==> src/rtl/systolic_skew_feeder.sv <==
// Input feeder for the systolic multiply-add array: buffers row vectors in a small FIFO and
// presents them to the array rows with a diagonal skew (lane r trails lane 0 by r advances).
// At end of stream the skew is drained with bubbles and done pulses for one cycle.
module systolic_skew_feeder #(
  parameter int unsigned DATA_SIZE  = 32,
  parameter int unsigned ROWS       = 4,
  parameter int unsigned FIFO_DEPTH = 4
) (
  input  logic                      clk,
  input  logic                      reset,
  input  logic                      in_valid,
  output logic                      in_ready,
  input  logic [ROWS*DATA_SIZE-1:0] in_data,
  input  logic                      in_last,
  input  logic                      out_ready,
  output logic                      out_enable,
  output logic [ROWS*DATA_SIZE-1:0] out_data,
  output logic [ROWS-1:0]           out_valid,
  output logic                      done
);

  localparam int unsigned Aw   = $clog2(FIFO_DEPTH);
  localparam int unsigned Vw   = ROWS * DATA_SIZE;
  localparam int unsigned CntW = (ROWS > 2) ? $clog2(ROWS - 1) : 1;

  localparam logic [1:0] StIdle   = 2'd0;
  localparam logic [1:0] StStream = 2'd1;
  localparam logic [1:0] StFlush  = 2'd2;

  // FIFO storage: entry = {last, vector}. Pointers carry one wrap bit for full/empty.
  logic [Vw:0]     mem_q [FIFO_DEPTH];
  logic [Aw:0]     wr_ptr_q, wr_ptr_d;
  logic [Aw:0]     rd_ptr_q, rd_ptr_d;
  logic            full, empty, push, pop, advance, flushing;
  logic [Vw:0]     head_entry;
  logic [Vw-1:0]   head_vec;
  logic            head_last;

  logic [1:0]      state_q, state_d;
  logic [CntW-1:0] cnt_q, cnt_d;
  logic            done_q, done_d;

  assign empty      = (wr_ptr_q == rd_ptr_q);
  assign full       = (wr_ptr_q == {~rd_ptr_q[Aw], rd_ptr_q[Aw-1:0]});
  assign in_ready   = !full;
  assign push       = in_valid && !full;
  assign flushing   = (state_q == StFlush);
  // Bubbles need no FIFO data, so FLUSH advances whenever the consumer is ready.
  assign advance    = out_ready && (flushing || !empty);
  assign pop        = advance && !flushing;
  assign out_enable = advance;
  assign done       = done_q;

  assign head_entry = mem_q[rd_ptr_q[Aw-1:0]];
  assign head_vec   = head_entry[Vw-1:0];
  assign head_last  = head_entry[Vw];

  // FIFO entry write; storage needs no reset since the pointers qualify it.
  always_ff @(posedge clk) begin
    if (push) begin
      mem_q[wr_ptr_q[Aw-1:0]] <= {in_last, in_data};
    end
  end

  // Next-state for FIFO pointers.
  always_comb begin
    wr_ptr_d = wr_ptr_q;
    rd_ptr_d = rd_ptr_q;
    if (push) wr_ptr_d = wr_ptr_q + (Aw + 1)'(1);
    if (pop)  rd_ptr_d = rd_ptr_q + (Aw + 1)'(1);
  end

  // Stream control: pop until a last entry, then drain ROWS-1 bubbles and flag done.
  always_comb begin
    state_d = state_q;
    cnt_d   = cnt_q;
    done_d  = 1'b0;
    case (state_q)
      StIdle, StStream: begin
        if (pop) state_d = head_last ? StFlush : StStream;
      end
      StFlush: begin
        if (advance) begin
          if (cnt_q == CntW'(ROWS - 2)) begin
            cnt_d   = '0;
            state_d = StIdle;
            done_d  = 1'b1;
          end else begin
            cnt_d = cnt_q + CntW'(1);
          end
        end
      end
      default: state_d = StIdle;
    endcase
  end

  // Control and pointer state.
  always_ff @(posedge clk or negedge reset) begin
    if (!reset) begin
      wr_ptr_q <= '0;
      rd_ptr_q <= '0;
      state_q  <= StIdle;
      cnt_q    <= '0;
      done_q   <= 1'b0;
    end else begin
      wr_ptr_q <= wr_ptr_d;
      rd_ptr_q <= rd_ptr_d;
      state_q  <= state_d;
      cnt_q    <= cnt_d;
      done_q   <= done_d;
    end
  end

  // Per-lane skew chains: lane r holds r+1 stages; the last stage drives the array.
  for (genvar r = 0; r < ROWS; r++) begin : g_lane
    logic [DATA_SIZE-1:0] data_q [r+1];
    logic [r:0]           vld_q;
    logic [DATA_SIZE-1:0] head_data;

    assign head_data = flushing ? '0 : head_vec[r*DATA_SIZE +: DATA_SIZE];

    // Shift the chain on every advance; the head takes the popped lane or a bubble.
    always_ff @(posedge clk or negedge reset) begin
      if (!reset) begin
        for (int j = 0; j <= r; j++) data_q[j] <= '0;
        vld_q <= '0;
      end else if (advance) begin
        data_q[0] <= head_data;
        vld_q[0]  <= !flushing;
        for (int j = 1; j <= r; j++) begin
          data_q[j] <= data_q[j-1];
          vld_q[j]  <= vld_q[j-1];
        end
      end
    end

    assign out_data[r*DATA_SIZE +: DATA_SIZE] = data_q[r];
    assign out_valid[r]                       = vld_q[r];
  end

endmodule

==> config.mk <==
export PLATFORM = sky130hd
export DESIGN_NAME = systolic_skew_feeder
export DESIGN_NICKNAME = d
export VERILOG_FILES = /design/src/rtl/systolic_skew_feeder.sv
export SDC_FILE = /design/constraint.sdc
export NUM_CORES = 1
export LEC_CHECK = 0
export ABC_CLOCK_PERIOD_IN_PS = 21800
export BUFFER_PORTS_ARGS = -buffer_cell sky130_fd_sc_hd__buf_2
export CORE_MARGIN = 2
export CORE_UTILIZATION = 40
export DETAILED_ROUTE_END_ITERATION = 12
export PLACE_DENSITY = 0.66
export SETUP_SLACK_MARGIN = 0.02
export SKIP_LAST_GASP = 1
export SYNTH_ARGS = -nofsm -noshare
export SYNTH_HDL_FRONTEND = slang
export SYNTH_SLANG_ARGS = --single-unit
==> constraint.sdc <==
create_clock -name clk -period 21.8 [get_ports clk]
set_clock_uncertainty 0.05 [all_clocks]
set_input_delay 2.18 -clock clk [delete_from_list [all_inputs] [get_ports clk]]
set_output_delay 2.18 -clock clk [all_outputs]
set_load 0.05 [all_outputs]
==> results.sh, run 1 <==
export IMPL_drtIter0Drc=814
export IMPL_die_x_microns=285
export IMPL_timing_final_crit_period_ns=5.10
export IMPL_clkSinkCount=851
export IMPL_drc_errors=0
export IMPL_crit_required_ns=19.57
export IMPL_hold_violations=0
export IMPL_numCtsBuffers=87
export IMPL_start_util=0.401
export IMPL_syn_area_per_cell_sq_um=20.6
export IMPL_synth_top_area_cell="edfxtp_1"
export IMPL_synth_ff_type="edfxtp_1"
export IMPL_cts_hold_buf=0
export IMPL_synth_edf_count=516
export IMPL_max_stage_delay_ns=0.27
export IMPL_yosysMostFrequentCell="edfxtp_1"
export IMPL_end_kind="output pin"
export IMPL_clk_pin_slew_ns=0.06
export IMPL_htreeDepth=3
export IMPL_core_area_sq_um=78600
export IMPL_yosys_warnings=0
export IMPL_p_total_w=0.00554
export IMPL_timing_critical_path_mode_cell="buf_2"
export IMPL_syn_inst=1531
export IMPL_post_cts_buffers=0
export IMPL_setup_viol=0
export IMPL_die_y_microns=285
export IMPL_fillers=6654
export IMPL_ant_nets=0
export IMPL_cap_violations=0
export IMPL_leakage_nw=14.2
export IMPL_yosysTopAreaCellShare=0.491
export IMPL_dieArea_sq_um=81200
export IMPL_cts_root_buf="clkbuf_16"
export IMPL_synthTopCellsByCount="516 x edfxtp_1, 335 x dfrtp_1, 131 x mux2_1"
export IMPL_cts_resized=0
export IMPL_grt_pass1_vias=15500
export IMPL_rr_worst_depth=6
export IMPL_worstSkewPairLatency_ns=0.62
export IMPL_status="finished clean"
export IMPL_cp_num_buf_inv=3
export IMPL_synth_area_leaders="edfxtp_1 49%, dfrtp_1 27%, mux4_2 9.2%, mux2_1 4.7%, a22o_1 3.6%"
export IMPL_multi_input_area_sq_um=6600
export IMPL_syn2layout_area_growth_pct=14.7
export IMPL_seq_area_sq_um=23900
export IMPL_ys_seq_area_frac=0.757
export IMPL_period_share=0.234
export IMPL_rsz0062_at_grt="false"
export IMPL_viasPerCell=5.06
export IMPL_routedWlPerCell_microns=21.6
export IMPL_final_layout_size_suffix_gt1_frac=0.344
export IMPL_fin_cells=2858
export IMPL_dpl_cell_count=2693
export IMPL_cp_slowest_cell="buf_2"
export IMPL_ys_types=35
export IMPL_startpoint_type="input pin"
export IMPL_drt_pass1_iterations=4
export IMPL_crit_family="buffers and inverters"
export IMPL_clock_path_buffers=3
export IMPL_antenna_found_initial=16
export IMPL_path_depth=4
export IMPL_ios=268
export IMPL_hpwl_mm=35.6
export IMPL_async_reset_ff_frac=0.394
export IMPL_slew_violations=0
export IMPL_hold_path_depth=1
export IMPL_power_density_nw_per_um2=153
export IMPL_worstPathArrival_ns=2.87
export IMPL_ys_seq_elements=851
export IMPL_layout_nets=1870
export IMPL_grt_start_max_net_pins=124
export IMPL_totalWireLength_mm=61.8
export IMPL_synth_net_count=1669
export IMPL_crit_chain="buf_2, o31ai_4, inv_1, buf_2"
export IMPL_timing_fmax_mhz=196
export IMPL_grt_pass1_wl_mm=94.5
export IMPL_grt_overflow=0
export IMPL_fp_row_count=103
export IMPL_cts_tree="yes"
export IMPL_worstSetupPathType="input pin to output pin"
export IMPL_hold_ws_ns=0.419
export IMPL_syn_area_sq_um=31600
export IMPL_port_buffers=267
export IMPL_tightest_slew_ns=1.15
export IMPL_gp_congestion=0.719
export IMPL_slew_limit_headroom=0.236
export IMPL_num_vias=14500
export IMPL_min_path_type="flop to flop"
export IMPL_post_route_util=0.460
export IMPL_cp_max_fo=7
export IMPL_grt_usage=0.153
export IMPL_ir_drop_uv=96.9
export IMPL_setup_tns_ns=0
==> metal layers <==
layer / track usage / vias up / part of all wire
li1: - / 6366 / -
met1: 0.199 / 7663 / 0.43
met2: 0.252 / 298 / 0.49
met3: 0.0382 / 109 / 0.053
met4: 0.0527 / 24 / 0.025
met5: 0 / - / 0.0028
==> layout by cell type, fill, tap and decap left out, types with 2 or more instances in the layout <==
cell and n:
a21boi_0 2, clkinvlp_4 3, dfrtp_4 2, nand3_1 2
mux2_1 131, clkinv_1 6, a22o_1 128, diode_2 3
clkinv_8 2, mux4_2 129, ha_1 5, edfxtp_1 516
clkbuf_16 90, buf_4 21, nand2_1 6, and2_4 3
clkbuf_8 7, clkinv_2 18, buf_2 266, mux2_2 66
nor2_1 2, dfrtp_1 333, inv_1 5, bufinv_16 7
clkbuf_1 27, nor3_1 3, xor2_1 4
==> final timing paths <==
path	slack, ns	start	to
worst min register to register	0.42	g_lane[2].data_q[59]$_DFFE_PN0N_	out_data[91]$_DFFE_PN0N_
worst max-delay path	16.70	out_ready	out_enable
worst max register to register	17.43	rd_ptr_q[1]$_DFFE_PN0P_	mem_q[2][104]$_DFFE_PP_
min in group asynchronous	1.49	reset	g_lane[2].data_q[72]$_DFFE_PN0N_
max in group asynchronous	17.13	reset	g_lane[1].data_q[58]$_DFFE_PN0N_
worst min-delay path	0.42	g_lane[2].data_q[59]$_DFFE_PN0N_	out_data[91]$_DFFE_PN0N_
==> cell type report <==
type                            instances  share of cell area
Clock inverter                         38              0.0109
Inverter                                5            0.000519
Tap cell                             1050              0.0363
Sequential cell                       851               0.660
Timing Repair Buffer                  289              0.0421
Clock buffer                          124              0.0677
Multi-Input combinational cell        498               0.182
Antenna cell                            3            0.000207
==> sequential cells by signal (all words and copies together), names as in the netlist, 2 cells and up <==
signal	flops
g_lane.vld_q	4
out_data	96
wr_ptr_q	3
g_lane.data_q	224
rd_ptr_q	3
cnt_q	2
state_q	2
mem_q	516
==> cell families (layout without fill, tap and decap cells) <==
kind of cell / count (synthesis) / after routing / synth area share
AOI/OAI and AO/OA: 139 / 139 / 0.0386
xor gates and xnor gates: 5 / 5 / 0.00139
buffers and inverters: 182 / 456 / 0.0352
adders and majority gates: 5 / 5 / 0.00198
DFF: 851 / 851 / 0.757
other: 0 / 3 / 0
and+or+nand+nor: 22 / 22 / 0.00361
muxes: 327 / 327 / 0.163
==> through the flow <==
step | setup WS (ns) | instance area, sq um
6_report | 16.70 | 36200
5_1_grt | 16.57 | 36200
4_1_cts | 16.72 | 36200
3_5_place_dp | 16.30 | 33300
3_3_place_gp | 16.36 | 33300
2_1_floorplan | 12.59 | 31600
==> report_power, final <==
group | internal (W) | total (W) | switching, W
sequential | 0.00223 | 0.00242 | 0.000189
combinational | 0.000628 | 0.00165 | 0.00103
clock | 0.000867 | 0.00147 | 0.000602
No activity file was read; power rests on OpenSTA's default activity.
==> run 2: changes to the inputs <==
Settings changed: ABC_CLOCK_PERIOD_IN_PS 21800 to 4500, PLACE_DENSITY 0.66 to 0.68.
Clock period 21.8 ns to 4.5 ns, I/O delays scaled along.
==> run 2 against run 1 <==
Net effect:
- wire length decreased by 0.20%
- register-to-register slack got worse by 16 ns
- setup slack got worse by 16 ns
- combinational power increased to 4.9 times the previous value
- sequential share of layout area decreased by 2.9 points
- count of clock-buffer cells in the layout decreased by 4
- cell count increased by 4.9%
- total power increased to 4.9 times the previous value
- critical endpoint unchanged
==> results.sh, run 2 (same netlist as run 1, synthesis figures left out) <==
export IMPL_slew_violations=0
export IMPL_min_path_type="input pin to flop"
export IMPL_final_cell_mix="516 x edfxtp_1, 333 x dfrtp_1, 266 x buf_2"
export IMPL_grt_overflow=0
export IMPL_cp_max_fo=32
export IMPL_leakage_nw=14.9
export IMPL_cts_tree="yes"
export IMPL_die_y_microns=285
export IMPL_numCtsBuffers=89
export IMPL_cp_startpoint="rd_ptr_q[1]$_DFFE_PN0P_"
export IMPL_worstSetupPathType="flop to output pin"
export IMPL_timing_final_crit_period_ns=3.54
export IMPL_rsz0062_at_grt="false"
export IMPL_core_area_sq_um=78600
export IMPL_layout_nets=2005
export IMPL_clkSinkCount=851
export IMPL_grt_start_max_net_pins=179
export IMPL_viasPerCell=4.98
export IMPL_period_share=0.787
export IMPL_setup_viol=0
export IMPL_hold_violations=0
export IMPL_grt_usage=0.153
export IMPL_cap_violations=0
export IMPL_startpoint_type="flop"
export IMPL_worstPathArrival_ns=3.04
export IMPL_clock_path_buffers=3
export IMPL_tightest_slew_ns=1.13
export IMPL_clk_pin_slew_ns=0.06
export IMPL_post_cts_buffers=0
export IMPL_ant_nets=0
export IMPL_syn2layout_area_growth_pct=19.9
export IMPL_totalWireLength_mm=61.6
export IMPL_grt_pass1_wl_mm=96.0
export IMPL_slew_limit_headroom=0.245
export IMPL_start_util=0.401
export IMPL_end_kind="output pin"
export IMPL_ios=268
export IMPL_cts_root_buf="clkbuf_16"
export IMPL_setup_tns_ns=0
export IMPL_grt_pass1_vias=16300
export IMPL_layout_cells_most_common="edfxtp_1"
export IMPL_cts_resized=0
export IMPL_dieArea_sq_um=81200
export IMPL_die_x_microns=285
export IMPL_ir_drop_uv=391
export IMPL_fp_row_count=103
export IMPL_drt_pass1_iterations=5
export IMPL_num_vias=14900
export IMPL_final_layout_size_suffix_gt1_frac=0.328
export IMPL_drtIter0Drc=981
export IMPL_layout_setup_ws_ns=0.959
export IMPL_hp_start="out_ready"
export IMPL_post_place_ws_ns=0.999
export IMPL_antenna_found_initial=4
export IMPL_crit_required_ns=4.00
export IMPL_power_density_nw_per_um2=721
export IMPL_drc_errors=0
export IMPL_cts_hold_buf=130
export IMPL_gp_congestion=0.711
export IMPL_htreeDepth=3
export IMPL_status="finished clean"
export IMPL_port_buffers=267
export IMPL_worstSkewPairLatency_ns=0.63
export IMPL_timing_rr_start="rd_ptr_q[1]$_DFFE_PN0P_"
export IMPL_largest_register_ffs=516
export IMPL_hpwl_mm=34.4
export IMPL_routedWlPerCell_microns=20.6
export IMPL_timing_fmax_mhz=282
-- run 2: changes by cell type in the layout (fill, tap and decap cells not counted), sizes merged --
cell and delta:
diode +1, clkinv +1, inv +9, clkbuf -4
dlygate4sd3 +130, buf +3
-- run 2: cell type report --
class | instances | area, sq um
well taps | 1050 | 1310
repair buffers | 422 | 3000
clock buffers | 120 | 2540
fillers | 6513 | 40800
inverters | 5 | 18.8
flip-flops and latches | 851 | 23900
diodes | 4 | 10.0
clock inverters | 48 | 478
multi-input cells | 498 | 6600
-- run 2: final timing paths --
kind / end / slack [ns] / cells after the start
max: out_enable / 0.96 / 6
min: cnt_q[1]$_DFFE_PN0P_ / 0.15 / 3
max reg2reg: mem_q[1][79]$_DFFE_PP_ / 1.07 / 5
min reg2reg: out_data[69]$_DFFE_PN0N_ / 0.42 / 1
max in group asynchronous: g_lane[2].data_q[79]$_DFFE_PN0N_ / 2.93 / 3
min in group asynchronous: out_data[117]$_DFFE_PN0N_ / 0.43 / 2
-- run 2: where the power goes --
group	switching [W]	internal, W	total [W]	leakage (nW)
sequential	0.000947	0.0108	0.0117	9.00
clock	0.00303	0.00440	0.00742	1.48
combinational	0.00494	0.00320	0.00814	4.37
-- run 2: per-layer routing --
metal  global-route usage  part of all wire  vias to the layer above
met4               0.0470             0.022                        0
li1                     -                 -                     6648
met5                    0                 0                        -
met3               0.0343             0.052                       91
met2                0.256              0.50                      320
met1                0.200              0.43                     7886
-- run 2: through the flow --
stage,cell area (sq um),power (W),hold WS (ns),instances,utilization
after CTS,37800,0.0277,0.107,2994,0.481
after global routing,37800,0.0286,0.152,2998,0.481
after global placement,33500,0.0198,0.403,2696,0.426
after floorplan,31600,0.0183,0.104,1531,-
final,37800,0.0273,0.154,2998,0.481
after detailed placement,33500,0.0201,0.420,2696,0.426
-- run 2: critical path: stages (launching register included) --
cell and delay (ns):
dfrtp_4 0.69, xor2_1 0.27, or2_1 0.31, o31ai_4 0.33, buf_4 0.50, inv_1 0.07, buf_2 0.22
